[config.mk]
export PLATFORM = sky130hd
export DESIGN_NAME = pipelined_normalizer
export DESIGN_NICKNAME = d
export VERILOG_FILES = /design/src/rtl/pipelined_normalizer_pkg.sv /design/src/rtl/pipelined_normalizer_lod.sv /design/src/rtl/pipelined_normalizer.sv
export SDC_FILE = /design/constraint.sdc
export NUM_CORES = 1
export LEC_CHECK = 0
export ABC_AREA = 1
export CAP_MARGIN = 20
export CORE_MARGIN = 2
export CORE_UTILIZATION = 59
export DETAILED_ROUTE_END_ITERATION = 12
export PLACE_DENSITY = 0.81
export SLEW_MARGIN = 20
export SYNTH_ARGS = -nofsm -noshare
export SYNTH_HDL_FRONTEND = slang
export SYNTH_SLANG_ARGS = --single-unit
[constraint.sdc]
create_clock -name clk -period 4.5 [get_ports clk]
set_clock_uncertainty 0.05 [all_clocks]
set_input_delay 0.9 -clock clk [delete_from_list [all_inputs] [get_ports clk]]
set_output_delay 0.9 -clock clk [all_outputs]
set_load 0.05 [all_outputs]
[src/rtl/pipelined_normalizer_pkg.sv]
// pipelined_normalizer_pkg: default widths and stage payload types for the normalizer pipeline
package pipelined_normalizer_pkg;
  localparam int SUM_W_DEF = 20;
  localparam int MAN_W_DEF = 11;
  localparam int EXP_W_DEF = 6;
  localparam int P_W = $clog2(SUM_W_DEF + 1);
  typedef struct packed {
    logic                 sign;
    logic                 zero;
    logic [SUM_W_DEF-1:0] mag;
    logic [EXP_W_DEF-1:0] exp;
  } s1_t;
  typedef struct packed {
    logic                 sign;
    logic                 zero;
    logic [P_W-1:0]       p;
    logic [MAN_W_DEF-1:0] mant;
    logic                 guard;
    logic                 sticky;
    logic [EXP_W_DEF-1:0] exp;
  } s2_t;
endpackage

[src/rtl/pipelined_normalizer_lod.sv]
// leading_one_detector: 1-based position of the most significant set bit, 0 when the input is zero
module leading_one_detector #(
  parameter int W = 20,
  localparam int PW = $clog2(W + 1)
) (
  input  logic [W-1:0]  d,
  output logic [PW-1:0] pos
);
  always_comb begin
    pos = '0;
    for (int i = 0; i < W; i++) pos = d[i] ? PW'(i + 1) : pos;
  end
endmodule

[src/rtl/pipelined_normalizer.sv]
// pipelined_normalizer: three-stage sign/magnitude, normalize-shift and RNE-round pipeline with backpressure
module pipelined_normalizer
  import pipelined_normalizer_pkg::*;
#(
  parameter int SUM_W = SUM_W_DEF,
  parameter int MAN_W = MAN_W_DEF,
  parameter int EXP_W = EXP_W_DEF
) (
  input  logic             clk,
  input  logic             rst,
  input  logic             in_valid,
  output logic             in_ready,
  input  logic [SUM_W-1:0] signed_sum,
  input  logic [EXP_W-1:0] exp_max,
  output logic             out_valid,
  input  logic             out_ready,
  output logic             sign,
  output logic [MAN_W-1:0] norm_sum,
  output logic [EXP_W:0]   exp_final,
  output logic             zero,
  output logic             exp_ovf
);
  localparam int XW = EXP_W + 2;
  localparam logic [P_W-1:0] MAN_P = P_W'(MAN_W);
  logic adv;
  logic s1_v_d, s1_v_q, s2_v_d, s2_v_q, out_valid_d, out_valid_q;
  s1_t s1_d, s1_q;
  s2_t s2_d, s2_q;
  logic [P_W-1:0] p, sh_r, sh_l;
  logic [SUM_W-1:0] low_mask;
  logic inc, carry;
  logic [MAN_W:0] rnd;
  logic [XW-1:0] ex;
  logic sign_d, sign_q, zero_d, zero_q, ovf_d, ovf_q;
  logic [MAN_W-1:0] norm_d, norm_q;
  logic [EXP_W:0] expf_d, expf_q;

  assign adv = out_ready | ~out_valid_q;
  assign in_ready = adv;

  leading_one_detector #(.W(SUM_W)) u_lod (.d(s1_q.mag), .pos(p));

  always_comb begin
    s1_v_d = adv ? in_valid : s1_v_q;
    s1_d = s1_q;
    if (adv) begin
      s1_d.sign = signed_sum[SUM_W-1];
      s1_d.zero = ~|signed_sum;
      s1_d.mag = signed_sum[SUM_W-1] ? -signed_sum : signed_sum;
      s1_d.exp = exp_max;
    end
  end

  always_comb begin
    sh_r = p > MAN_P ? p - MAN_P : '0;
    sh_l = p > MAN_P ? '0 : MAN_P - p;
    low_mask = ~({SUM_W{1'b1}} << sh_r);
    s2_v_d = adv ? s1_v_q : s2_v_q;
    s2_d = s2_q;
    if (adv) begin
      s2_d.sign = s1_q.sign;
      s2_d.zero = s1_q.zero;
      s2_d.exp = s1_q.exp;
      s2_d.p = p;
      s2_d.mant = p > MAN_P ? MAN_W'(s1_q.mag >> sh_r) : s1_q.mag[MAN_W-1:0] << sh_l;
      s2_d.guard = |(s1_q.mag & low_mask & ~(low_mask >> 1));
      s2_d.sticky = |(s1_q.mag & (low_mask >> 1));
    end
  end

  always_comb begin
    inc = s2_q.guard & (s2_q.sticky | s2_q.mant[0]);
    rnd = {1'b0, s2_q.mant} + {{MAN_W{1'b0}}, inc};
    carry = rnd[MAN_W];
    ex = {{2{s2_q.exp[EXP_W-1]}}, s2_q.exp} + {{(XW-P_W){1'b0}}, s2_q.p} - XW'(MAN_W) + {{(XW-1){1'b0}}, carry};
    out_valid_d = adv ? s2_v_q : out_valid_q;
    sign_d = adv ? s2_q.sign : sign_q;
    zero_d = adv ? s2_q.zero : zero_q;
    norm_d = adv ? (s2_q.zero ? '0 : carry ? {1'b1, {(MAN_W-1){1'b0}}} : rnd[MAN_W-1:0]) : norm_q;
    expf_d = adv ? (s2_q.zero ? '0 : (ex[XW-1] ^ ex[XW-2]) ? {ex[XW-1], {EXP_W{~ex[XW-1]}}} : ex[EXP_W:0]) : expf_q;
    ovf_d = adv ? (~s2_q.zero & (ex[XW-1] ^ ex[XW-2])) : ovf_q;
  end

  always_ff @(posedge clk or posedge rst) begin
    if (rst) begin
      s1_v_q <= 1'b0;
      s2_v_q <= 1'b0;
      out_valid_q <= 1'b0;
      s1_q <= '0;
      s2_q <= '0;
      sign_q <= 1'b0;
      zero_q <= 1'b0;
      ovf_q <= 1'b0;
      norm_q <= '0;
      expf_q <= '0;
    end else begin
      s1_v_q <= s1_v_d;
      s2_v_q <= s2_v_d;
      out_valid_q <= out_valid_d;
      s1_q <= s1_d;
      s2_q <= s2_d;
      sign_q <= sign_d;
      zero_q <= zero_d;
      ovf_q <= ovf_d;
      norm_q <= norm_d;
      expf_q <= expf_d;
    end
  end

  assign out_valid = out_valid_q;
  assign sign = sign_q;
  assign zero = zero_q;
  assign exp_ovf = ovf_q;
  assign norm_sum = norm_q;
  assign exp_final = expf_q;
endmodule
Word level (Yosys, flattened, before mapping). Cells that the tools add are included.

Register bits: 78. Word-level logic and storage cells: 75. Bits in latches: 0. Bits of input ports: 30. Memories: 0. Bits in read-only memories: 0. Output and inout bits: 23. RAM bits: 0.

Bitwise gates (word level): 13. $lt $le $gt $ge: 1. Mux-type cells: 28. Reduce and logical (&&, ||, !) cells: 4. Equality and inequality tests: 0. Add/subtract/negate cells: 7. Shifts and indexed selects: 3. Div/mod/pow operators: 0. Multipliers: 0.

Operators with widths (number): $mux W5 (21); $reduce_or A20 Y1 (3); $and A20 B20 Y20 (2); $mux W11 (3); $and A20 B19 Y20 (1); $mux W20 (1); $neg A20 Y20 (1); $not A19 Y20 (1); $not A20 Y20 (1); $shl A20 B5 Y20 const A (1); $shr A20 B5 Y11 (1); $mux W7 (2); $add A11 B1 Y12 (1); $shl A11 B5 Y11 (1); $add A8 B1 Y8 (1); $sub A7 B5 Y8 const B (1); $add A6 B6 Y7 (1); $gt A5 B4 Y1 const B (1); $sub A4 B5 Y5 const A (1); $sub A5 B4 Y5 const B (1); $not A1 Y1 (3); $and A1 B1 Y1 (2); $or A1 B1 Y1 (2); $logic_not A1 Y1 (1); 2 further kinds (2).

Depth between registers and ports, before layout. Gate-level depths: netlist (run 1).

Word-level depth: 27. Mapped depth: 39. Mapped depth without buffers: 37.

Hierarchy. From an unflattened synthesis (run 1), not the netlist that was laid out.

Cell total of the unflattened synthesis: 933. Area, all modules: 6134.6 µm².

Modules (own cells, without submodules): pipelined_normalizer (area each 5875.6 µm², instances 1, cells each 871, seq. area each 1951.9 µm²); leading_one_detector (area each 259.0 µm², instances 1, cells each 62, seq. area each 0.0 µm²).

Worst setup path after synthesis (run 1). OpenSTA, ideal clock, no wires.

Kind: register -> register. Start point: reg s1_q[8] in the netlist's numbering. End point: reg s2_q[18] in the netlist's numbering. Period minus slack after synthesis: 3.410 ns. Required time: 4.333 ns. Cell stages (with the launch flop): 37. Slack: 1.090 ns. Buffers on the path: 3. Library setup time: 0.117 ns. Data arrival time: 3.243 ns. Cells stage by stage: dfrtp_1 > inv_2 > nand2_1 > nand2_1 > nand2_1 > nand2_1 > nand2_1 > nand2_1 > nand2_1 > nand2_1 > nand2_1 > nand2_1 > nand2_1 > nand2_1 > nand2_1 > nand2_1 > nand2_1 > nand2_2 > nand2_4 > nand2_2 > buf_4 > buf_4 > inv_2 > ha_1 > nand2_1 > inv_1 > nand2_2 > clkbuf_1 > nand4_1 > nand3_1 > nand2_1 > nand2_1 > nand3_1 > nand2_1 > nand3_1 > o21ai_1 > inv_1.

Cells in the longest elaborated chain, start to end: 22. Elaborated cells on any way between the ends: 26. Those cells by class: 2 x add/sub; 1 x order compare; 2 x shift; 21 x mux.

Ends and longest elaborated chain: start, declared (line pipelined_normalizer.sv:27) `s1_t s1_d, s1_q;`; start signal, assigned (line pipelined_normalizer.sv:89) `s1_q <= '0;`; start signal, assigned (line pipelined_normalizer.sv:100) `s1_q <= s1_d;`; $mux W5 * (18 in a row) (line pipelined_normalizer_lod.sv:11) `for (int i = 0; i < W; i++) pos = d[i] ? PW'(i + 1) : pos;`; net p[0] (line pipelined_normalizer.sv:29) `logic [P_W-1:0] p, sh_r, sh_l;`; $sub A5 B4 Y5, or another cell as far along (line pipelined_normalizer.sv:55) `sh_r = p > MAN_P ? p - MAN_P : '0;`; $mux W5, on equally long branches (line pipelined_normalizer.sv:55, pipelined_normalizer.sv:56); $shr A20 B5 Y11 / $shl A11 B5 Y11 (equally long branches) (line pipelined_normalizer.sv:65) `s2_d.mant = p > MAN_P ? MAN_W'(s1_q.mag >> sh_r) : s1_q.mag[MAN_W-1:0] << sh_l;`; $mux W11 * (line pipelined_normalizer.sv:65); end signal, assigned (line pipelined_normalizer.sv:90) `s2_q <= '0;`; end signal, assigned (line pipelined_normalizer.sv:101) `s2_q <= s2_d;`; end, declared (line pipelined_normalizer.sv:28) `s2_t s2_d, s2_q;`.

Mark *: on every way through the listed nets, which the timed path passes. The rest lies on a longest branch. A chain may end at the register's enable or synchronous reset.

Final worst setup path (run 1).
Start point: reg s2_q[8] in the netlist's numbering. End point: reg expf_q[3], in the netlist exp_final[3].

Cells in the longest elaborated chain, start to end: 7. Elaborated cells on any way between the ends: 8. Those cells by class: 2 x add/sub; 2 x mux; 4 x bitwise.

Ends and longest elaborated chain: $or A1 B1 Y1 (line pipelined_normalizer.sv:72) `inc = s2_q.guard & (s2_q.sticky | s2_q.mant[0]);`; $and A1 B1 Y1 (line pipelined_normalizer.sv:72); $add A11 B1 Y12 * (line pipelined_normalizer.sv:73) `rnd = {1'b0, s2_q.mant} + {{MAN_W{1'b0}}, inc};`; $add A8 B1 Y8 * (line pipelined_normalizer.sv:75) `ex = {{2{s2_q.exp[EXP_W-1]}}, s2_q.exp} + {{(XW-P_W){1'b0}}, s2_q.p} - XW'(MAN_W) + {{(XW-1){1'b0}}, carry};`; $xor A1 B1 Y1 / $not A1 Y1 (equally long branches) (line pipelined_normalizer.sv:80) `expf_d = adv ? (s2_q.zero ? '0 : (ex[XW-1] ^ ex[XW-2]) ? {ex[XW-1], {EXP_W{~ex[XW-1]}}} : ex[EXP_W:0]) : expf_ ...`; $mux W7 * (2 in a row) (line pipelined_normalizer.sv:80); end signal, assigned (line pipelined_normalizer.sv:106) `expf_q <= expf_d;`; end, declared (line pipelined_normalizer.sv:36) `logic [EXP_W:0] expf_d, expf_q;`.

Mark *: on every way between the ends. The rest lies on a longest branch, timed or not.

==> metrics.txt, run 1 <==
max cap viols 0; Synth Area in Compound Gates 11.7%; post-CTS setup buffer count 0; first-pass GRT wire length 29800 um; # setup viols final 0; total of fill cells in the finished design 816; total power density per cell area 679 nW/um2; combinational share of power 62.2%; NetSw 2.49 mW; Final min period 4.08 ns; Critical Path Sink exp_final[3]; critical path startpoint s2_q[8]; Yosys warnings 0; final core occ 69.3%; synth top area cells dfrtp_1, nand2_1, nand3_1; die boundary width 105 um; chip height 105 um; share of layout cells above drive strength 1 8.94%; setup TNS 0 ns; WL final 18400 um; via/cell ratio 5.96; post-layout net count 994; Switching Fraction 53.6%; net count after synthesis 954; post-cts resize count 0; initial drt markers 724; crit path DAT 4.25 ns; Synth Area in XOR/XNOR 3.33%; Max Fanout on Critical Path 6; GRT Overall Usage 33.9%; ANT nets after route 0; Peak VDD IR 0.000517 V; initial antenna violation count 0; Post-synth EDFFs 0; WS Path Type flip-flop to flip-flop; Mapped Area 6050 um2; IO Pins 53; GP Congestion 1.01; # DRC 0; Pleak 3.39 nW; number of CTS-inserted buffers 9; Syn Inst Count 906; Max Buffers Root-to-Sink 2; crit start category flip-flop; Pint 2.15 mW; TritonRoute pass-1 iters 5; sequential power share 26.0%; mux share of post-synthesis cell area 0%; Reg2Reg Depth 18; initial core utilization 61.3%; status completed; Area Overhead vs Synth 12.9%; Synth area leader dfrtp_1; Clk pin slew, worst setup/hold paths 0.09 ns; ant diodes 0; Worst-Margin Slew 0.868 ns; CTS H-tree lvls 3; Final Hold Fails 0; RR Startpoint s2_q[8]; Final Max Tran Viols 0; global route overflow 0; post-synthesis cell type count 43; hold crit path type flip-flop to flip-flop; end of the worst register-to-register path exp_final[3]; async set-reset flop share out of synthesis 100%; I/O Buffers 52; DR WL/cell 17.0 um; pin count of the biggest net entering global routing 89; Vias 6464; fin crit share 90.6%; number of global-route vias before repair 5962; worst path required time 4.67 ns; Crit. End Element flip-flop; hold buffers post-CTS 0; Avg Cell Area, Syn 6.68 um2; CTS tree yes; R2R Setup Slk 0.42 ns; CTS Sinks 78; relative slew slack 42.1%; synth cell count leaders nand2_1, nand3_1, inv_1; Die Area 11100 um2; FMAX 0.245 GHz; clk root buf clkbuf_8; #FFs+latches synth 78; Site Rows 36; core area 9860 um2; Clk pwr share 11.8%; largest family of logic cells by synthesized area simple AND/OR/NAND/NOR gates; register area share after synthesis 32.3%; share of the synthesized area in the top cell type 32.3%; Adder-Cell Fraction of Synth Area 3.85%; Post-Synth Simple-Gate Area 39.7%; worst skew pair latency 0.37 ns; RSZ-0062 raised after global routing false; Primary FF master, synth dfrtp_1; detailed placer's ending HPWL 13900 um; cell with the most instances after synthesis nand2_1
[through the flow]
| stage | total power [mW] | std cells | instance area (um2) | worst slack (ns) | hold slack (ns) |
|---|---|---|---|---|---|
| final | 4.64 | 1084 | 6830 | 0.424 | 0.439 |
| after global placement | 3.97 | 1068 | 6640 | 0.707 | 0.406 |
| after global routing | 4.94 | 1084 | 6830 | 0.170 | 0.446 |
| after floorplan | 3.22 | 906 | 6050 | 1.09 | 0.390 |
| after CTS | 4.57 | 1084 | 6830 | 0.551 | 0.438 |
| after detailed placement | 4.03 | 1068 | 6640 | 0.632 | 0.417 |
[worst min-delay path by stage]
stage	start	depth (start not counted)	slack [ns]	endpoint
after floorplan	s2_v_q	1	0.39	out_valid
after global placement	s2_v_q	1	0.41	out_valid
after detailed placement	s2_q[25]	2	0.42	sign
after CTS	s2_q[25]	2	0.44	sign
after global routing	s2_v_q	1	0.45	out_valid
final	sign	2	0.44	sign
[critical path, stage by stage, from the launching register on]
cell and delay (ns):
dfrtp_1 0.48, o21a_1 0.23, ha_1 0.22, nand3_1 0.13, inv_1 0.12, nand3_1 0.10, nor2_1 0.15, inv_1 0.07
nor2_1 0.11, nand2_1 0.15, ha_1 0.31, inv_1 0.06, ha_1 0.18, fa_1 0.24, nand3_1 0.12, a21oi_1 0.27
o21ai_0 0.16, o21ai_0 0.55, o21ai_0 0.23
[kinds of logic after synthesis]
| group | after synthesis |
|---|---|
| adders and majority gates | 18 |
| and+or+nand+nor | 530 |
| buffers and inverters | 131 |
| xor gates and xnor gates | 23 |
| AOI/OAI and AO/OA | 126 |
| DFF | 78 |
[power groups by stage]
stage | combinational [mW] | sequential [mW] | clock (mW)
after floorplan | 1.75 | 1.47 | 0
after global placement | 2.77 | 1.19 | 0
after detailed placement | 2.81 | 1.21 | 0
after CTS | 2.83 | 1.20 | 0.548
after global routing | 3.14 | 1.23 | 0.572
final | 2.89 | 1.21 | 0.546
[state kept, by name, indices dropped and copies added (netlist names), 7 cells and up]
name	cells
s1_q	28
exp_final	7
norm_sum	11
s2_q	26
[cell usage in the layout, fill, tap and decap left out, types with 2 or more instances in the layout]
| cell | count |
|---|---|
| o22ai_1 | 2 |
| nand2_1 | 284 |
| nand4_1 | 25 |
| xor2_1 | 19 |
| o21ai_1 | 14 |
| nor2_2 | 6 |
| or2_2 | 5 |
| ha_1 | 17 |
| a21oi_2 | 2 |
| a32o_1 | 3 |
| a21oi_1 | 23 |
| nand3b_1 | 2 |
| clkdlybuf4s50_1 | 51 |
| o211ai_1 | 9 |
| o21ai_0 | 64 |
| nand3_4 | 6 |
| nand3_1 | 95 |
| dfrtp_1 | 78 |
| clkinv_4 | 2 |
| xnor2_1 | 4 |
| inv_1 | 78 |
| buf_4 | 8 |
| nor3_1 | 14 |
| nor2_4 | 4 |
| clkbuf_8 | 9 |
| a31oi_1 | 3 |
| nand2_4 | 3 |
| inv_2 | 22 |
| nor2_1 | 74 |
| clkinv_2 | 3 |
| nand2_2 | 7 |
[layout make-up]
type | count | area (um2) | share of cell area, %
Multi-Input combinational cell | 697 | 3550 | 52.0
Sequential cell | 78 | 1950 | 28.6
Timing Repair Buffer | 60 | 591 | 8.64
Inverter | 100 | 375 | 5.49
Tap cell | 133 | 166 | 2.44
Clock buffer | 9 | 124 | 1.81
Clock inverter | 7 | 73.8 | 1.08
[per-layer routing]
| layer | wire length, um | up-vias | track usage, % | part of all wire [%] |
|---|---|---|---|---|
| met2 | 8530 | 348 | 54.1 | 46 |
| met3 | 1440 | 59 | 4.70 | 7.8 |
| met4 | 693 | 0 | 14.6 | 3.8 |
| met1 | 7760 | 3020 | 46.0 | 42 |
| met5 | 0 | - | 0 | 0 |
| li1 | - | 3037 | - | - |
Note: power is estimated with default switching activity, not from simulation.
==> run 2: changes to the inputs <==
--- a/config.mk
+++ b/config.mk
@@ -6,6 +6,7 @@
 export NUM_CORES = 1
 export LEC_CHECK = 0
 export ABC_AREA = 1
+export ABC_CLOCK_PERIOD_IN_PS = 4500
 export CAP_MARGIN = 20
 export CORE_MARGIN = 2
 export CORE_UTILIZATION = 59
@@ -14,4 +15,5 @@
 export SLEW_MARGIN = 20
 export SYNTH_ARGS = -nofsm -noshare
 export SYNTH_HDL_FRONTEND = slang
+export SYNTH_HIERARCHICAL = 1
 export SYNTH_SLANG_ARGS = --single-unit
==> metrics.txt, run 2 <==
post-CTS setup buffer count 0; slowest CP cell dfrtp_1; TritonRoute pass-1 iters 8; post-layout net count 1018; pre-CTS setup slack 0.624 ns; Die Area 11200 um2; FMAX 0.253 GHz; share of layout cells above drive strength 1 6.46%; synth top area cells dfrtp_1, nand2_1, nand3_1; WL final 16100 um; cell with the most instances after synthesis nand2_1; Pleak 3.48 nW; ANT nets after route 0; Synth area leader dfrtp_1; Max Buffers Root-to-Sink 2; Crit. End Element flip-flop; WS Path Type flip-flop to flip-flop; most flop-heavy register s1_q; worst path required time 4.71 ns; Primary FF master, synth dfrtp_1; hold buffers post-CTS 0; net count after synthesis 981; final instance area 6870 um2; sequential power share 24.5%; Crit path largest cell delay 0.40 ns; Critical Path, Cell by Cell o21a_1, ha_1, nand2_1, nor3_1, nand3_1, nor3_1, nand2_1, ha_1, inv_1, ha_1, inv_1, fa_1, o21ai_0, a21o_1, nand2_1, o21ai_0, inv_1, nand2_1, nand2_1; WHS Path Cells 2; crit path DAT 4.16 ns; CTS tree yes; Peak VDD IR 0.000413 V; share of the synthesized area in the top cell type 31.8%; CTS Sinks 78; Syn Inst Count 933; Clk pin slew, worst setup/hold paths 0.10 ns; initial antenna violation count 0; setup TNS 0 ns; most common cell after layout, fill and taps aside nand2_1; hold crit path type flip-flop to flip-flop; post-cts resize count 0; max cap viols 0; total power 4.97 mW; dpl cell area 6690 um2; global route overflow 0; number of global-route vias before repair 5743; GRT Overall Usage 30.0%; DR WL/cell 14.5 um; register area share after synthesis 31.8%; NetSw 2.71 mW; IO Pins 53; via/cell ratio 5.71; status completed; Final Hold Fails 0; number of flip-flops in the largest register 28; number of CTS-inserted buffers 9; Worst-Margin Slew 0.849 ns; Worst Slack Setup Final 0.553 ns; Post-synth EDFFs 0; detailed placer's ending HPWL 11900 um; chip height 106 um; clk root buf clkbuf_8; CTS H-tree lvls 3; pin count of the biggest net entering global routing 84; Clk pwr share 10.1%; initial drt markers 651; #FFs+latches synth 78; Vias 6346; Final Max Tran Viols 0; Switching Fraction 54.5%; Yosys warnings 6; # DRC 0; most frequent CP cell nand2_1; RSZ-0062 raised after global routing false; core area 10200 um2; combinational share of power 65.4%; ant diodes 0; relative slew slack 43.4%; post-synthesis cell type count 48; Area Overhead vs Synth 12.0%; I/O Buffers 52; GP Congestion 0.995; Site Rows 37; Final min period 3.95 ns; Reg2Reg Depth 19; Avg Cell Area, Syn 6.58 um2; commonest non-fill, non-tap cells in the layout nand2_1, nand3_1, inv_1; async set-reset flop share out of synthesis 100%; first-pass GRT wire length 26900 um; initial core utilization 60.0%; fin crit share 87.7%; Pint 2.26 mW; die boundary width 106 um; worst skew pair latency 0.37 ns; crit start category flip-flop; # setup viols final 0; Mapped Area 6130 um2; synth cell count leaders nand2_1, nand3_1, inv_1; Max Fanout on Critical Path 5; total power density per cell area 723 nW/um2
run 2: cell types whose count changed after synthesis, moves of 5 or more:
cell      delta
xor2_1       -5
o21ai_1      -8
nor3_1       -6
nand4_1     -14
nand3_1     +53
o211ai_1     -7
a21oi_1      +7
inv_2       -13
inv_1       +19
nand2_1     -15
nand3_4      -6
run 2: layout make-up:
type                    instances  area (um2)
repair buffers                 57         556
multi-input cells             715        3580
clock buffers                   9         124
fillers                       919        3360
flip-flops and latches         78        1950
inverters                     109         424
clock inverters                 7        62.6
well taps                     136         170
run 2: path summary, 6_finish.rpt:
| kind | start | to | slack [ns] |
|---|---|---|---|
| min | s2_q[25] | sign | 0.43 |
| max | s2_q[8] | exp_final[1] | 0.55 |
| min reg2reg | s2_q[25] | sign | 0.43 |
| min in group asynchronous | rst | s1_q[4] | 0.93 |
| max reg2reg | s2_q[8] | exp_final[1] | 0.55 |
| max in group asynchronous | rst | s1_q[25] | 2.63 |
run 2: kinds of logic (layout without fill, tap and decap cells):
logic type | count (synthesis) | count (layout) | share of synthesized area [%]
AOI/OAI and AO/OA | 131 | 131 | 12.0
xor gates and xnor gates | 22 | 22 | 3.26
adders and majority gates | 18 | 18 | 3.79
buffers and inverters | 140 | 182 | 9.87
DFF | 78 | 78 | 31.8
and+or+nand+nor | 544 | 544 | 39.3
run 2: power groups by stage:
stage	combinational, mW	clock [mW]	sequential, mW
floorplan	2.13	0	1.49
global placement	3.17	0	1.21
detailed placement	3.19	0	1.22
CTS	3.20	0.512	1.21
global route	3.61	0.542	1.25
finish	3.25	0.502	1.22
run 2: metrics by stage:
step / util (%) / cells / hold slack (ns)
2_1_floorplan: - / 933 / 0.390
3_3_place_gp: 65.4 / 1095 / 0.413
3_5_place_dp: 65.4 / 1095 / 0.408
4_1_cts: 67.2 / 1111 / 0.439
5_1_grt: 67.2 / 1111 / 0.453
6_report: 67.2 / 1111 / 0.428
run 2: critical path: cells and delay by family (launching register included):
kind | cells | cell delay, ns
buffers and inverters | 3 | 0.23
and+or+nand+nor | 8 | 1.10
adders and majority gates | 4 | 1.06
AOI/OAI and AO/OA | 4 | 1.00
DFF | 1 | 0.40
run 2: routing by layer:
layer / routed length [um] / track usage (%)
met5: 0 / 0
met4: 474 / 12.2
met3: 1230 / 4.90
met2: 7330 / 47.0
met1: 7040 / 41.7
